--- src/rtl/layer10_train_sequencer.sv ---
// Sequences one labelled sample through a 10-output learning layer, scans the outputs for the
// argmax, returns class/correct over a valid/ready stream and keeps saturating statistics counters.
module layer10_train_sequencer #(
  parameter int             N         = 16,
  parameter int             DW        = 8,
  parameter int             LAT       = 2,
  parameter int             CNT_W     = 16,
  parameter logic [DW-1:0]  TARGET_HI = '1,
  parameter logic [DW-1:0]  TARGET_LO = '0
) (
  input  logic                clock,
  input  logic                reset_n,
  input  logic                s_valid,
  output logic                s_ready,
  input  logic [N*DW-1:0]     s_in,
  input  logic [3:0]          s_label,
  input  logic                s_learn,
  output logic [N*DW-1:0]     l_in,
  output logic                l_valid,
  output logic                l_learn,
  output logic [10*DW-1:0]    l_expected,
  input  logic [10*DW-1:0]    l_out,
  output logic                r_valid,
  input  logic                r_ready,
  output logic [3:0]          r_class,
  output logic                r_correct,
  output logic                r_bad_label,
  input  logic                clear_stats,
  output logic [CNT_W-1:0]    total_cnt,
  output logic [CNT_W-1:0]    correct_cnt,
  output logic                busy
);

  typedef enum logic [2:0] {IDLE, APPLY, SETTLE, EVAL, RESULT} state_t;

  localparam logic [7:0] LAT_M1 = 8'(LAT - 1);

  state_t              r_state, w_state_nxt;
  logic [N*DW-1:0]     r_data;
  logic [10*DW-1:0]    r_exp;
  logic [3:0]          r_label;
  logic                r_learn;
  logic [7:0]          r_settle;
  logic [3:0]          r_idx;
  logic [DW-1:0]       r_best;
  logic [3:0]          r_best_idx;
  logic [3:0]          r_cls;
  logic                r_corr;
  logic                r_bad;
  logic [CNT_W-1:0]    r_total;
  logic [CNT_W-1:0]    r_corr_cnt;

  logic [10*DW-1:0]    w_exp_in;
  logic [DW-1:0]       w_cur;
  logic                w_take;
  logic [3:0]          w_win;
  logic                w_legal;
  logic                w_correct;
  logic                w_exit;

  // One-hot target built from the incoming label; an illegal label matches no lane.
  always_comb begin
    w_exp_in = '0;
    for (int k = 0; k < 10; k++) begin
      w_exp_in[k*DW +: DW] = (s_label == k[3:0]) ? TARGET_HI : TARGET_LO;
    end
  end

  always_comb begin
    w_cur = '0;
    for (int k = 0; k < 10; k++) begin
      if (r_idx == k[3:0]) w_cur = l_out[k*DW +: DW];
    end
  end

  // Strictly-greater replacement keeps the lowest index on ties.
  assign w_take    = (r_idx == 4'd0) || (w_cur > r_best);
  assign w_win     = w_take ? r_idx : r_best_idx;
  assign w_legal   = (r_label < 4'd10);
  assign w_correct = w_legal && (w_win == r_label);
  assign w_exit    = (r_state == EVAL) && (r_idx == 4'd9);

  always_comb begin
    w_state_nxt = r_state;
    case (r_state)
      IDLE:    if (s_valid) w_state_nxt = APPLY;
      APPLY:   w_state_nxt = SETTLE;
      SETTLE:  if (r_settle == 8'd0) w_state_nxt = EVAL;
      EVAL:    if (r_idx == 4'd9) w_state_nxt = RESULT;
      RESULT:  if (r_ready) w_state_nxt = IDLE;
      default: w_state_nxt = IDLE;
    endcase
  end

  always_ff @(posedge clock or negedge reset_n) begin
    if (!reset_n) r_state <= IDLE;
    else          r_state <= w_state_nxt;
  end

  always_ff @(posedge clock or negedge reset_n) begin
    if (!reset_n) begin
      r_data     <= '0;
      r_exp      <= '0;
      r_label    <= '0;
      r_learn    <= 1'b0;
      r_settle   <= '0;
      r_idx      <= '0;
      r_best     <= '0;
      r_best_idx <= '0;
      r_cls      <= '0;
      r_corr     <= 1'b0;
      r_bad      <= 1'b0;
    end else begin
      case (r_state)
        IDLE: begin
          if (s_valid) begin
            r_data  <= s_in;
            r_label <= s_label;
            r_learn <= s_learn;
            r_exp   <= w_exp_in;
          end
        end
        APPLY: begin
          r_settle <= LAT_M1;
          r_idx    <= 4'd0;
        end
        SETTLE: r_settle <= r_settle - 8'd1;
        EVAL: begin
          if (w_take) begin
            r_best     <= w_cur;
            r_best_idx <= r_idx;
          end
          r_idx <= r_idx + 4'd1;
          if (r_idx == 4'd9) begin
            r_cls  <= w_win;
            r_corr <= w_correct;
            r_bad  <= ~w_legal;
          end
        end
        default: ;
      endcase
    end
  end

  // Clear takes priority over a same-cycle increment.
  always_ff @(posedge clock or negedge reset_n) begin
    if (!reset_n) begin
      r_total    <= '0;
      r_corr_cnt <= '0;
    end else if (clear_stats) begin
      r_total    <= '0;
      r_corr_cnt <= '0;
    end else if (w_exit && w_legal) begin
      if (r_total != '1) r_total <= r_total + 1'b1;
      if (w_correct && (r_corr_cnt != '1)) r_corr_cnt <= r_corr_cnt + 1'b1;
    end
  end

  assign s_ready     = (r_state == IDLE);
  assign busy        = (r_state != IDLE);
  assign l_in        = r_data;
  assign l_expected  = r_exp;
  assign l_valid     = (r_state == APPLY);
  assign l_learn     = (r_state == APPLY) && r_learn && w_legal;
  assign r_valid     = (r_state == RESULT);
  assign r_class     = r_cls;
  assign r_correct   = r_corr;
  assign r_bad_label = r_bad;
  assign total_cnt   = r_total;
  assign correct_cnt = r_corr_cnt;

endmodule

--- config.mk ---
export PLATFORM = sky130hd
export DESIGN_NAME = layer10_train_sequencer
export DESIGN_NICKNAME = d
export VERILOG_FILES = /design/src/rtl/layer10_train_sequencer.sv
export SDC_FILE = /design/constraint.sdc
export NUM_CORES = 1
export LEC_CHECK = 0
export ABC_AREA = 1
export ABC_CLOCK_PERIOD_IN_PS = 4760
export CORE_AREA = 2 2 182 184
export DETAILED_ROUTE_END_ITERATION = 6
export DIE_AREA = 0 0 184 186
export PLACE_DENSITY = 0.68
export SKIP_LAST_GASP = 1
export SYNTH_ARGS = -nofsm -noshare
export SYNTH_HDL_FRONTEND = slang
export SYNTH_SLANG_ARGS = --single-unit
export TNS_END_PERCENT = 20
--- constraint.sdc ---
create_clock -name clock -period 4.76 [get_ports clock]
set_input_delay 0.952 -clock clock [delete_from_list [all_inputs] [get_ports clock]]
set_output_delay 0.952 -clock clock [all_outputs]
set_load 0.01 [all_outputs]
==> reports/results.tsv <==
stage	metric	value	unit
final_layout	proportion of layout cells with a drive suffix above 1	15.5	%
grt	largest net degree at the start of global routing	120	
detailed_routing	1st-iter DRT viols	344	
yosys	Mapped Nets	1327	
pwr	Leak	0.00694	µW
cts	root buf cell	clkbuf_16	
critical_path	crit-path most repeated cell	nand2_1	
floorplanning	die height	186	µm
yosys	register area share after synthesis	49.3	%
cts	number of H-tree levels	1	
timing	skew final	0.00983	ns
cts	Clock Latency Late Sink	0.52	ns
floorplanning	I/O pin count	469	
critical_path	startpoint types	register	
placed_design	Placed Instance Area	0.0152	mm²
final_layout	fillers	2948	
placed_design	Setup WS pre-CTS	0.485	ns
grt	total grt overflow	0	
floorplanning	die area	0.0342	mm²
grt	antenna violations before repair	5	
timing	FMAX	232	MHz
timing	WHS	0.482	ns
flow_run	maxcap violations	0	
floorplanning	Die Span X	184	µm
floorplanning	std cell rows	66	
yosys	Post-Syn Instances	1093	
final_layout	Final Cell Area	0.0161	mm²
detailed_routing	DR pass1 iterations	4	
timing	final setup violation count	0	
yosys	Post-Syn Area	0.0106	mm²
detailed_routing	via count	8971	
critical_path	CP required	5.21	ns
yosys	Post-synth top flop	dfrtp_1	
timing	setup TNS	0	ns
cts	TritonCTS clock tree	yes	
detailed_routing	drc violations	0	
critical_path	Critical Path End Type	register	
critical_path	worst path arrival time	4.76	ns
timing	Setup WS post-layout	0.455	ns
placed_design	total placed cells including tap cells	1878	
grt	number of global-route vias before repair	9332	
placed_design	dpl hpwl	24600	µm
timing	Least-Margin Pin Slew	0.958	ns
detailed_routing	Post-Route WL	32900	µm
timing	part of the cycle the worst path needs	90.4	%
final_layout	Nets	1731	
critical_path	cell family with most CP delay	simple AND/OR/NAND/NOR gates	
floorplanning	Initial Util	32.8	%
timing	Slew Limit Headroom	36.2	%
yosys	library cells used by synthesis	51	
placed_design	IO buf count	468	
grt	GRT Total Usage	18.9	%
yosys	warnings from Yosys	0	
placed_design	gp weighted congestion	0.878	
yosys	async set-or-reset flop fraction in the synthesized netlist	100	%
pwr	maximum vdd ir drop	0.438	mV
critical_path	critical path's slowest cell	nor2_1	
timing	crit path time final	4.31	ns
critical_path	Buffers & Inverters on Critical Path	3	
cts	CTS sink cnt	208	
final_layout	Area growth syn-to-layout	52.3	%
yosys	syn avg cell area	9.65	µm²
yosys	Post-synth EDFFs	0	
detailed_routing	DR WL/cell	17.1	µm
min_path	HP Class	reg -> reg	
status	status	complete, no violations	
grt	first-pass GRT wire length	51000	µm
timing	Hold Vio Cnt, Final	0	
final_layout	Non-Filler Instances	1927	
floorplanning	core area	0.0322	mm²
critical_path	CP max stage delay	0.48	ns
pwr	power per cell area	570	mW/mm²
cts	CTS max path bufs	3	
timing	Pins Over Slew Limit	0	
cts	Worst-path clk slew	0.06	ns
cts	Num CTS Buffers	25	
critical_path	WS Path Type	reg -> reg	
detailed_routing	Via-to-Cell Ratio	4.66	
critical_path	critical path peak fanout	17	
yosys	Seq cells post-synth	208	
timing	RSZ-0062 raised after global routing	false	
detailed_routing	post-route ant nets	0	
## cell usage in the layout (no fill, tap or decap), types with 11 or more instances in the layout
cell type and instances:
clkbuf_16 25, nand3_1 92, mux2_2 129, dfrtp_1 208, or2_2 15, a21oi_1 21, o21ai_0 23, nor3_1 11
nand2_1 206, ha_1 16, clkdlybuf4s50_1 467, inv_1 92, nor2_1 79
## cells in the mapped netlist (9+ instances only)
cell type,n,area share [%]
dfrtp_1,208,49
nand2_1,207,7.4
mux2_2,129,14
nand3_1,93,4.4
inv_1,92,3.3
nor2_1,79,2.8
buf_4,70,5.0
o21ai_0,23,1.1
a21oi_1,21,1.0
ha_1,16,1.9
buf_2,15,0.71
or2_2,15,0.89
clkbuf_1,11,0.39
nor3_1,11,0.52
xor2_1,9,0.75
## registers in the layout, indices dropped and copies added, names as in the netlist
| signal | flops |
|---|---|
| l_in | 128 |
| r_settle | 8 |
| r_idx | 4 |
| total_cnt | 16 |
| l_expected | 10 |
| r_label | 4 |
| r_bad_label | 1 |
| r_state | 3 |
| correct_cnt | 16 |
| r_best | 8 |
| r_correct | 1 |
| r_class | 4 |
| r_best_idx | 4 |
| r_learn | 1 |
## kinds of logic after synthesis
group                    Yosys count  share of synthesized area [%]
AND/OR/NAND/NOR                  444                           19.2
flip-flops                       208                           49.3
buffers and inverters            202                           9.97
multiplexers                     129                           13.8
AO/OA/AOI/OAI                     82                           4.84
adder cells (fa/ha/maj)           16                           1.90
XOR/XNOR                          12                          0.996
## worst paths after layout
check,slack (ns),from,endpoint,cells after the start
min in group asynchronous,0.51,reset_n,correct_cnt[2],1
min,0.48,r_best[1],r_best[1],2
min reg2reg,0.48,r_best[1],r_best[1],2
max reg2reg,0.45,r_idx[1],correct_cnt[6],30
max,0.45,r_idx[1],correct_cnt[6],30
max in group asynchronous,3.21,reset_n,l_in[25],2
## where the power goes
part / internal, µW / total, µW / switching [µW]
sequential: 2450 / 2890 / 431
clock: 1280 / 2040 / 767
combinational: 2320 / 4230 / 1910
total: 6050 / 9160 / 3100
## layout make-up
| class | count | area, µm² | area share, % |
|---|---|---|---|
| clock buffer | 30 | 674 | 4.19 |
| tap | 408 | 510 | 3.18 |
| antenna | 5 | 12.5 | 0.0778 |
| multi-input combinational | 683 | 4310 | 26.8 |
| timing repair buffer | 478 | 4780 | 29.7 |
| inverter | 101 | 384 | 2.39 |
| sequential | 208 | 5200 | 32.4 |
| clock inverter | 14 | 205 | 1.28 |
## worst reg2reg max path, delay by kind of cell (launching register included)
| family | cells | cell delay (ns) |
|---|---|---|
| AOI/OAI and AO/OA | 1 | 0.09 |
| adders and majority gates | 2 | 0.50 |
| buffers and inverters | 3 | 0.33 |
| DFF | 1 | 0.42 |
| and+or+nand+nor | 24 | 2.87 |
## layer usage
metal  GRT usage (%)  up-vias  part of all wire, %
met2            31.6      303                   48
met4            5.34        0                  1.5
li1                -     4335                    -
met3            7.49       38                   10
met1            22.5     4295                   40
met5               0        -                    0
## metrics by stage
step	power (µW)	utilization, %
after global placement	7100	47.1
after CTS	9280	49.9
after detailed placement	7150	47.1
final	9160	49.9
after global routing	9760	49.9
after floorplan	5070	-
## what timing repair did
action,CTS,global route
gates resized for setup,0,1
buffers inserted,0,0
hold endpoints to repair,0,0
endpoints found under the setup margin,0,2
hold buffers,0,0
(Power assumes the default switching activity.)
